### src/rtl/spirose_ram_pkg.sv
// Shared constants and types for the spirose slice RAM: image geometry,
// ring slot index type and ring controller states.
package spirose_ram_pkg;

  localparam int IMAGE_WIDTH  = 40;
  localparam int IMAGE_HEIGHT = 48;
  localparam int IMAGE_SIZE   = IMAGE_WIDTH * IMAGE_HEIGHT;
  localparam int RING_SLOTS   = 18;

  typedef logic [$clog2(RING_SLOTS)-1:0] slot_idx_t;

  typedef enum logic [1:0] {
    IDLE   = 2'd0,
    FILL   = 2'd1,
    STREAM = 2'd2
  } ring_state_e;

  // RAM base address of a slot: slot index times slice size.
  function automatic logic [31:0] slot_base(input logic [31:0] slot, input logic [31:0] size);
    slot_base = slot * size;
  endfunction

endpackage

### src/rtl/wrap_counter.sv
// Modulo-MAX counter with synchronous clear (priority) and count enable.
// Counts 0..MAX-1 and wraps back to 0.
module wrap_counter #(
  parameter int MAX = 2,
  parameter int W   = (MAX > 1) ? $clog2(MAX) : 1
) (
  input  logic         rgb_clk,
  input  logic         nrst,
  input  logic         clr,
  input  logic         en,
  output logic [W-1:0] value
);

  localparam logic [W-1:0] LAST = W'(MAX - 1);

  logic [W-1:0] value_r;
  logic [W-1:0] value_s;

  // Next count: clear wins, then wrap-or-increment when enabled.
  always_comb begin
    value_s = value_r;
    if (clr) begin
      value_s = '0;
    end else if (en) begin
      if (value_r == LAST) begin
        value_s = '0;
      end else begin
        value_s = value_r + W'(1);
      end
    end else begin
      value_s = value_r;
    end
  end

  // Count register.
  always_ff @(posedge rgb_clk or negedge nrst) begin
    if (!nrst) begin
      value_r <= '0;
    end else begin
      value_r <= value_s;
    end
  end

  assign value = value_r;

endmodule

### src/rtl/slice_ring_ctrl.sv
// Ring scheduler for the slice RAM: one capture writer, one LED-driver reader.
// Optional macro RING_STATS_EN adds a saturating drop_cnt of rejected pixels.
module slice_ring_ctrl #(
  parameter int RAM_ADDR_WIDTH = 32,
  parameter int IMAGE_SIZE     = spirose_ram_pkg::IMAGE_SIZE,
  parameter int SLOTS          = spirose_ram_pkg::RING_SLOTS,
  parameter int PREFILL        = 1
) (
  input  logic                       rgb_clk,
  input  logic                       nrst,
  input  logic                       rgb_enable,
  input  logic                       wr_pixel,
  output logic                       wr_allow,
  output logic [RAM_ADDR_WIDTH-1:0]  wr_addr,
  input  logic                       rd_req,
  output logic                       rd_grant,
  output logic [RAM_ADDR_WIDTH-1:0]  rd_base,
  input  logic                       rd_done,
  output logic                       stream_ready,
  output logic                       underrun,
  output logic [$clog2(SLOTS+1)-1:0] fill_level
`ifdef RING_STATS_EN
  ,
  output logic [15:0]                drop_cnt
`endif
);

  import spirose_ram_pkg::*;

  localparam int CW = $clog2(SLOTS + 1);
  localparam int SW = (SLOTS > 1) ? $clog2(SLOTS) : 1;
  localparam int PW = (IMAGE_SIZE > 1) ? $clog2(IMAGE_SIZE) : 1;
  localparam logic [PW-1:0] PIX_LAST      = PW'(IMAGE_SIZE - 1);
  localparam logic [SW-1:0] SLOT_LAST     = SW'(SLOTS - 1);
  localparam logic [CW-1:0] COUNT_FULL    = CW'(SLOTS);
  localparam logic [CW-1:0] COUNT_PREFILL = CW'(PREFILL);

  ring_state_e               state_r, state_s;
  logic [CW-1:0]             count_r, count_s;
  logic                      holding_r, holding_s;
  logic                      wr_allow_r, rd_grant_r, underrun_r, stream_ready_r;
  logic [RAM_ADDR_WIDTH-1:0] wr_base_r, wr_base_s, rd_base_r, rd_base_s;
  logic [PW-1:0]             wr_pix_s;
  logic [SW-1:0]             wr_slot_s, rd_slot_s, wr_slot_nxt_s;
  logic                      flush_s, accept_s, commit_s, release_s, grant_s, underrun_s;

  wrap_counter #(.MAX(IMAGE_SIZE), .W(PW)) u_wr_pix (
    .rgb_clk (rgb_clk), .nrst (nrst), .clr (flush_s), .en (accept_s), .value (wr_pix_s)
  );

  wrap_counter #(.MAX(SLOTS), .W(SW)) u_wr_slot (
    .rgb_clk (rgb_clk), .nrst (nrst), .clr (flush_s), .en (commit_s), .value (wr_slot_s)
  );

  wrap_counter #(.MAX(SLOTS), .W(SW)) u_rd_slot (
    .rgb_clk (rgb_clk), .nrst (nrst), .clr (flush_s), .en (release_s), .value (rd_slot_s)
  );

  // Per-cycle events; holding implies count >= 1, so count - holding > 0 reduces to count != 0.
  always_comb begin
    flush_s    = !rgb_enable;
    accept_s   = wr_pixel && wr_allow_r;
    commit_s   = accept_s && (wr_pix_s == PIX_LAST);
    release_s  = rd_done && holding_r;
    grant_s    = rgb_enable && (state_r == STREAM) && rd_req && !holding_r && (count_r != '0);
    underrun_s = rgb_enable && (state_r == STREAM) && rd_req && !holding_r && (count_r == '0);
  end

  // Ring state machine next-state.
  always_comb begin
    state_s = state_r;
    if (flush_s) begin
      state_s = IDLE;
    end else begin
      case (state_r)
        IDLE:   state_s = FILL;
        FILL: begin
          if (count_r >= COUNT_PREFILL) begin
            state_s = STREAM;
          end else begin
            state_s = FILL;
          end
        end
        STREAM: state_s = STREAM;
        default: state_s = IDLE;
      endcase
    end
  end

  // Occupancy, hold flag and slot base addresses; wr_base follows the slot being entered.
  always_comb begin
    count_s       = count_r;
    holding_s     = holding_r;
    wr_base_s     = wr_base_r;
    rd_base_s     = rd_base_r;
    wr_slot_nxt_s = wr_slot_s;
    if (flush_s) begin
      count_s       = '0;
      holding_s     = 1'b0;
      wr_base_s     = '0;
      rd_base_s     = '0;
      wr_slot_nxt_s = '0;
    end else begin
      case ({commit_s, release_s})
        2'b10:   count_s = count_r + CW'(1);
        2'b01:   count_s = count_r - CW'(1);
        default: count_s = count_r;
      endcase
      if (commit_s) begin
        if (wr_slot_s == SLOT_LAST) begin
          wr_slot_nxt_s = '0;
        end else begin
          wr_slot_nxt_s = wr_slot_s + SW'(1);
        end
        wr_base_s = RAM_ADDR_WIDTH'(slot_base(32'(wr_slot_nxt_s), 32'(IMAGE_SIZE)));
      end else begin
        wr_base_s = wr_base_r;
      end
      if (grant_s) begin
        holding_s = 1'b1;
        rd_base_s = RAM_ADDR_WIDTH'(slot_base(32'(rd_slot_s), 32'(IMAGE_SIZE)));
      end else if (release_s) begin
        holding_s = 1'b0;
      end else begin
        holding_s = holding_r;
      end
    end
  end

  // State and registered outputs; wr_allow/stream_ready are precomputed from next values.
  always_ff @(posedge rgb_clk or negedge nrst) begin
    if (!nrst) begin
      state_r        <= IDLE;
      count_r        <= '0;
      holding_r      <= 1'b0;
      wr_base_r      <= '0;
      rd_base_r      <= '0;
      wr_allow_r     <= 1'b0;
      stream_ready_r <= 1'b0;
      rd_grant_r     <= 1'b0;
      underrun_r     <= 1'b0;
    end else begin
      state_r        <= state_s;
      count_r        <= count_s;
      holding_r      <= holding_s;
      wr_base_r      <= wr_base_s;
      rd_base_r      <= rd_base_s;
      wr_allow_r     <= (state_s != IDLE) && (count_s != COUNT_FULL);
      stream_ready_r <= (state_s == STREAM);
      rd_grant_r     <= grant_s;
      underrun_r     <= underrun_s;
    end
  end

`ifdef RING_STATS_EN
  logic [15:0] drop_cnt_r;

  // Saturating count of pixels offered while the ring refused them.
  always_ff @(posedge rgb_clk or negedge nrst) begin
    if (!nrst) begin
      drop_cnt_r <= 16'h0000;
    end else if (state_r == IDLE) begin
      drop_cnt_r <= 16'h0000;
    end else if (wr_pixel && !wr_allow_r && rgb_enable && (drop_cnt_r != 16'hFFFF)) begin
      drop_cnt_r <= drop_cnt_r + 16'd1;
    end else begin
      drop_cnt_r <= drop_cnt_r;
    end
  end

  assign drop_cnt = drop_cnt_r;
`endif

  assign wr_allow     = wr_allow_r;
  assign wr_addr      = wr_base_r + RAM_ADDR_WIDTH'(wr_pix_s);
  assign rd_grant     = rd_grant_r;
  assign rd_base      = rd_base_r;
  assign stream_ready = stream_ready_r;
  assign underrun     = underrun_r;
  assign fill_level   = count_r;

endmodule
### config.mk
export PLATFORM = sky130hd
export DESIGN_NAME = slice_ring_ctrl
export DESIGN_NICKNAME = d
export VERILOG_FILES = /design/src/rtl/spirose_ram_pkg.sv /design/src/rtl/wrap_counter.sv /design/src/rtl/slice_ring_ctrl.sv
export SDC_FILE = /design/constraint.sdc
export NUM_CORES = 1
export LEC_CHECK = 0
export CORE_MARGIN = 8
export CORE_UTILIZATION = 30
export CTS_CLUSTER_DIAMETER = 150
export DETAILED_ROUTE_END_ITERATION = 10
export PLACE_DENSITY_LB_ADDON = 0.05
export SLEW_MARGIN = 20
export SYNTH_ARGS = -nofsm -noshare
export SYNTH_HDL_FRONTEND = slang
export SYNTH_SLANG_ARGS = --single-unit
### constraint.sdc
create_clock -name rgb_clk -period 8.4 [get_ports rgb_clk]
set_input_delay 2.1 -clock rgb_clk [delete_from_list [all_inputs] [get_ports rgb_clk]]
set_output_delay 2.1 -clock rgb_clk [all_outputs]
set_load 0.03 [all_outputs]
==> flow_summary.yaml <==
cells_and_area:
  syn_to_final_growth_pct: 13.5
  layout-drive-gt1-share: 0.0472
  fillCellCount: 1389
  final_cell_mix: "50 x dfrtp_1, 41 x inv_1, 41 x ha_1, 39 x clkdlybuf4s50_1, 38 x conb_1"
  final_common_cell: "dfrtp_1"
  final_cells: 642
  n_antenna_cell: 0
  ff_latch_area_um2: 1250
  num-nets-final: 525
  multi_input_area_um2: 2360
power:
  p_sw_frac: 0.281
  power.switching_mw: 0.140
  p_per_area_nw_per_um2: 110
  ir_drop_uv: 69.7
  p_int_mw: 0.358
  clockPowerShare: 0.423
  pwr-share-seq: 0.489
  power_leakage_nw: 2.19
  power_frac_comb: 0.088
synthesis:
  syn_area_um2: 4000
  synthMuxAreaShare: 0.00250
  synth-main-ff-cell: "dfrtp_1"
  synthTopCellsByArea: "dfrtp_1 31%, ha_1 13%, buf_4 8.4%"
  syn_area_per_cell_um2: 9.26
  synth_top_area_share: 0.313
  ys_warn_count: 0
  post_synth_xor_area_fraction: 0.0525
  synthArstFlopShare: 1.00
  synth.distinct_cells: 56
  synth_top_family_by_area: "adder cells"
  synth_compound_area_frac: 0.144
  synth_edf_count: 0
  synth_fa_ha_area_frac: 0.193
  synth-simple-area-share: 0.162
  synth.largest_area_cell: "dfrtp_1"
  ys_seq_elements: 50
  synth-seq-area-share: 0.313
  synthCells: 432
worst_setup_path:
  cpPeakStageDelay_ns: 0.68
  cp_top_family: "buffers and inverters"
  endpoint_kind: "output port"
  worst-setup-path-type: "reg2out"
  crit_chain: "ha_1 -> inv_1 -> fa_1 -> nor2b_1 -> o21ai_0 -> nand2b_1 -> nand3_1 -> xnor2_1 -> clkdlybuf4s50_1"
  reg2reg_depth: 14
  arrival_ns: 2.75
  reg2reg_slack_ns: 4.66
  crit_fanout: 7
  slowest_stage: "clkdlybuf4s50_1"
  cp.required_ns: 6.30
  r2r-end: "wr_base_r[15]"
  worstReg2RegStart: "u_wr_slot.value[0]"
  cp_num_buf_inv: 2
  startpoint_type: "flop"
drt:
  vias: 2924
  routed_wl_um: 8870
  drt-vias-per-instance: 4.55
  antenna_left: 0
  first_pass_iters: 4
  route.detailed.drc: 0
  drt_iter0_markers: 112
  wire_per_inst_um: 13.8
die:
  row_count: 42
  dieArea_um2: 17300
  ios: 79
  dieHeight_um: 131
  chipWidth_um: 131
  start_util: 0.304
  core_um2: 13100
cts:
  cts_buffer_depth: 2
  clock-sinks: 50
  cts_tree: "built"
  htreeDepth: 2
  cts_resized: 0
  clockRootBuffer: "clkbuf_16"
  postCtsSetupBuffers: 0
  clkLatencyLatePin_ns: 0.31
  holdBufCountCts: 0
  cts_buffers: 5
  clk_pin_slew_ns: 0.08
grt:
  grt_pass1_wl_um: 15400
  overflow: 0
  globalRouteTotalUtil: 0.107
  grt_pass1_vias: 3122
  grt_max_degree: 51
  antenna_found_initial: 0
min_path:
  min-delay-path-class: "reg2reg"
  whs_endpoint: "state_r[0]"
  min_from: "state_r[1]"
  hold_depth: 1
place:
  pre_cts_slack_ns: 3.87
  place_congestion: 0.767
  place_hpwl_um: 6830
  numPlacedInstances: 634
  portBuffers: 40
timing:
  fin_crit_ns: 4.85
  setup-violations-final: 0
  setup_tns_ns: 0
  max_freq_mhz: 206
  fin_skew_ns: 0.0161
  relSlewSlack: 0.514
  rsz0062_at_grt: "false"
  slew_viol_final: 0
  setup_ws_ns: 3.55
  fin_crit_sh: 0.577
  finalHoldViolCount: 0
  tightest_slew_ns: 0.729
job:
  max-cap-violations: 0
status:
  status: "finished, final reports clean"
routing by layer:
| metal | track usage | vias to the layer above | wire length (um) |
|---|---|---|---|
| li1 | - | 1463 | - |
| met1 | 0.120 | 1402 | 3850 |
| met2 | 0.191 | 51 | 4470 |
| met3 | 0.0267 | 8 | 404 |
| met4 | 0.0440 | 0 | 150 |
| met5 | 0 | - | 0 |
cell usage after synthesis, drive strengths merged, types with 6 or more instances:
master	number
buf	50
ha	41
nand4	7
o21ai	27
dfrtp	50
nor3	6
nand2	32
xnor2	10
nor2	22
a21oi	17
xor2	14
inv	41
fa	13
nand3	23
nand2b	8
a211oi	7
kinds of logic after synthesis:
logic type,count (synthesis)
simple gates,119
other cells,1
buf+inv,94
xor+xnor,24
mux,1
flops,50
compound gates,89
fa+ha+maj,54
state kept, by name (all words and copies together) (netlist names), 2 cells and up:
| register | count |
|---|---|
| u_rd_slot.value | 5 |
| fill_level | 5 |
| rd_base | 9 |
| u_wr_slot.value | 5 |
| u_wr_pix.value | 11 |
| wr_base_r | 8 |
| state_r | 2 |
metrics by stage:
| step | utilization | area [um2] | hold WS [ns] | power, mW |
|---|---|---|---|---|
| floorplan | - | 4140 | 0.433 | 0.293 |
| global placement | 0.335 | 4400 | 0.456 | 0.292 |
| detailed placement | 0.335 | 4400 | 0.459 | 0.292 |
| CTS | 0.346 | 4540 | 0.462 | 0.511 |
| global route | 0.346 | 4540 | 0.486 | 0.521 |
| finish | 0.346 | 4540 | 0.459 | 0.498 |
area by class of cell:
| type | instances | share of cell area |
|---|---|---|
| Inverter | 41 | 0.0339 |
| Multi-Input combinational cell | 325 | 0.520 |
| Tap cell | 176 | 0.0485 |
| Clock inverter | 3 | 0.00413 |
| Sequential cell | 50 | 0.276 |
| Timing Repair Buffer | 42 | 0.0904 |
| Clock buffer | 5 | 0.0276 |
worst max path at each step:
| stage | end | start | cells after the start |
|---|---|---|---|
| after floorplan | wr_addr[13] | u_wr_slot.value[0] | 8 |
| after global placement | wr_addr[13] | u_wr_slot.value[0] | 9 |
| after detailed placement | wr_addr[13] | u_wr_slot.value[0] | 9 |
| after CTS | wr_addr[13] | u_wr_slot.value[0] | 9 |
| after global routing | wr_addr[13] | u_wr_slot.value[0] | 9 |
| final | wr_addr[13] | u_wr_slot.value[0] | 9 |
power by group through the flow:
stage               combinational [mW]  clock (mW)  sequential (mW)
global route                    0.0477       0.230            0.244
global placement                0.0440           0            0.248
floorplan                       0.0443           0            0.248
CTS                             0.0440       0.224            0.243
finish                          0.0438       0.210            0.243
detailed placement              0.0441           0            0.248
Power figures use the tool's default switching activity.
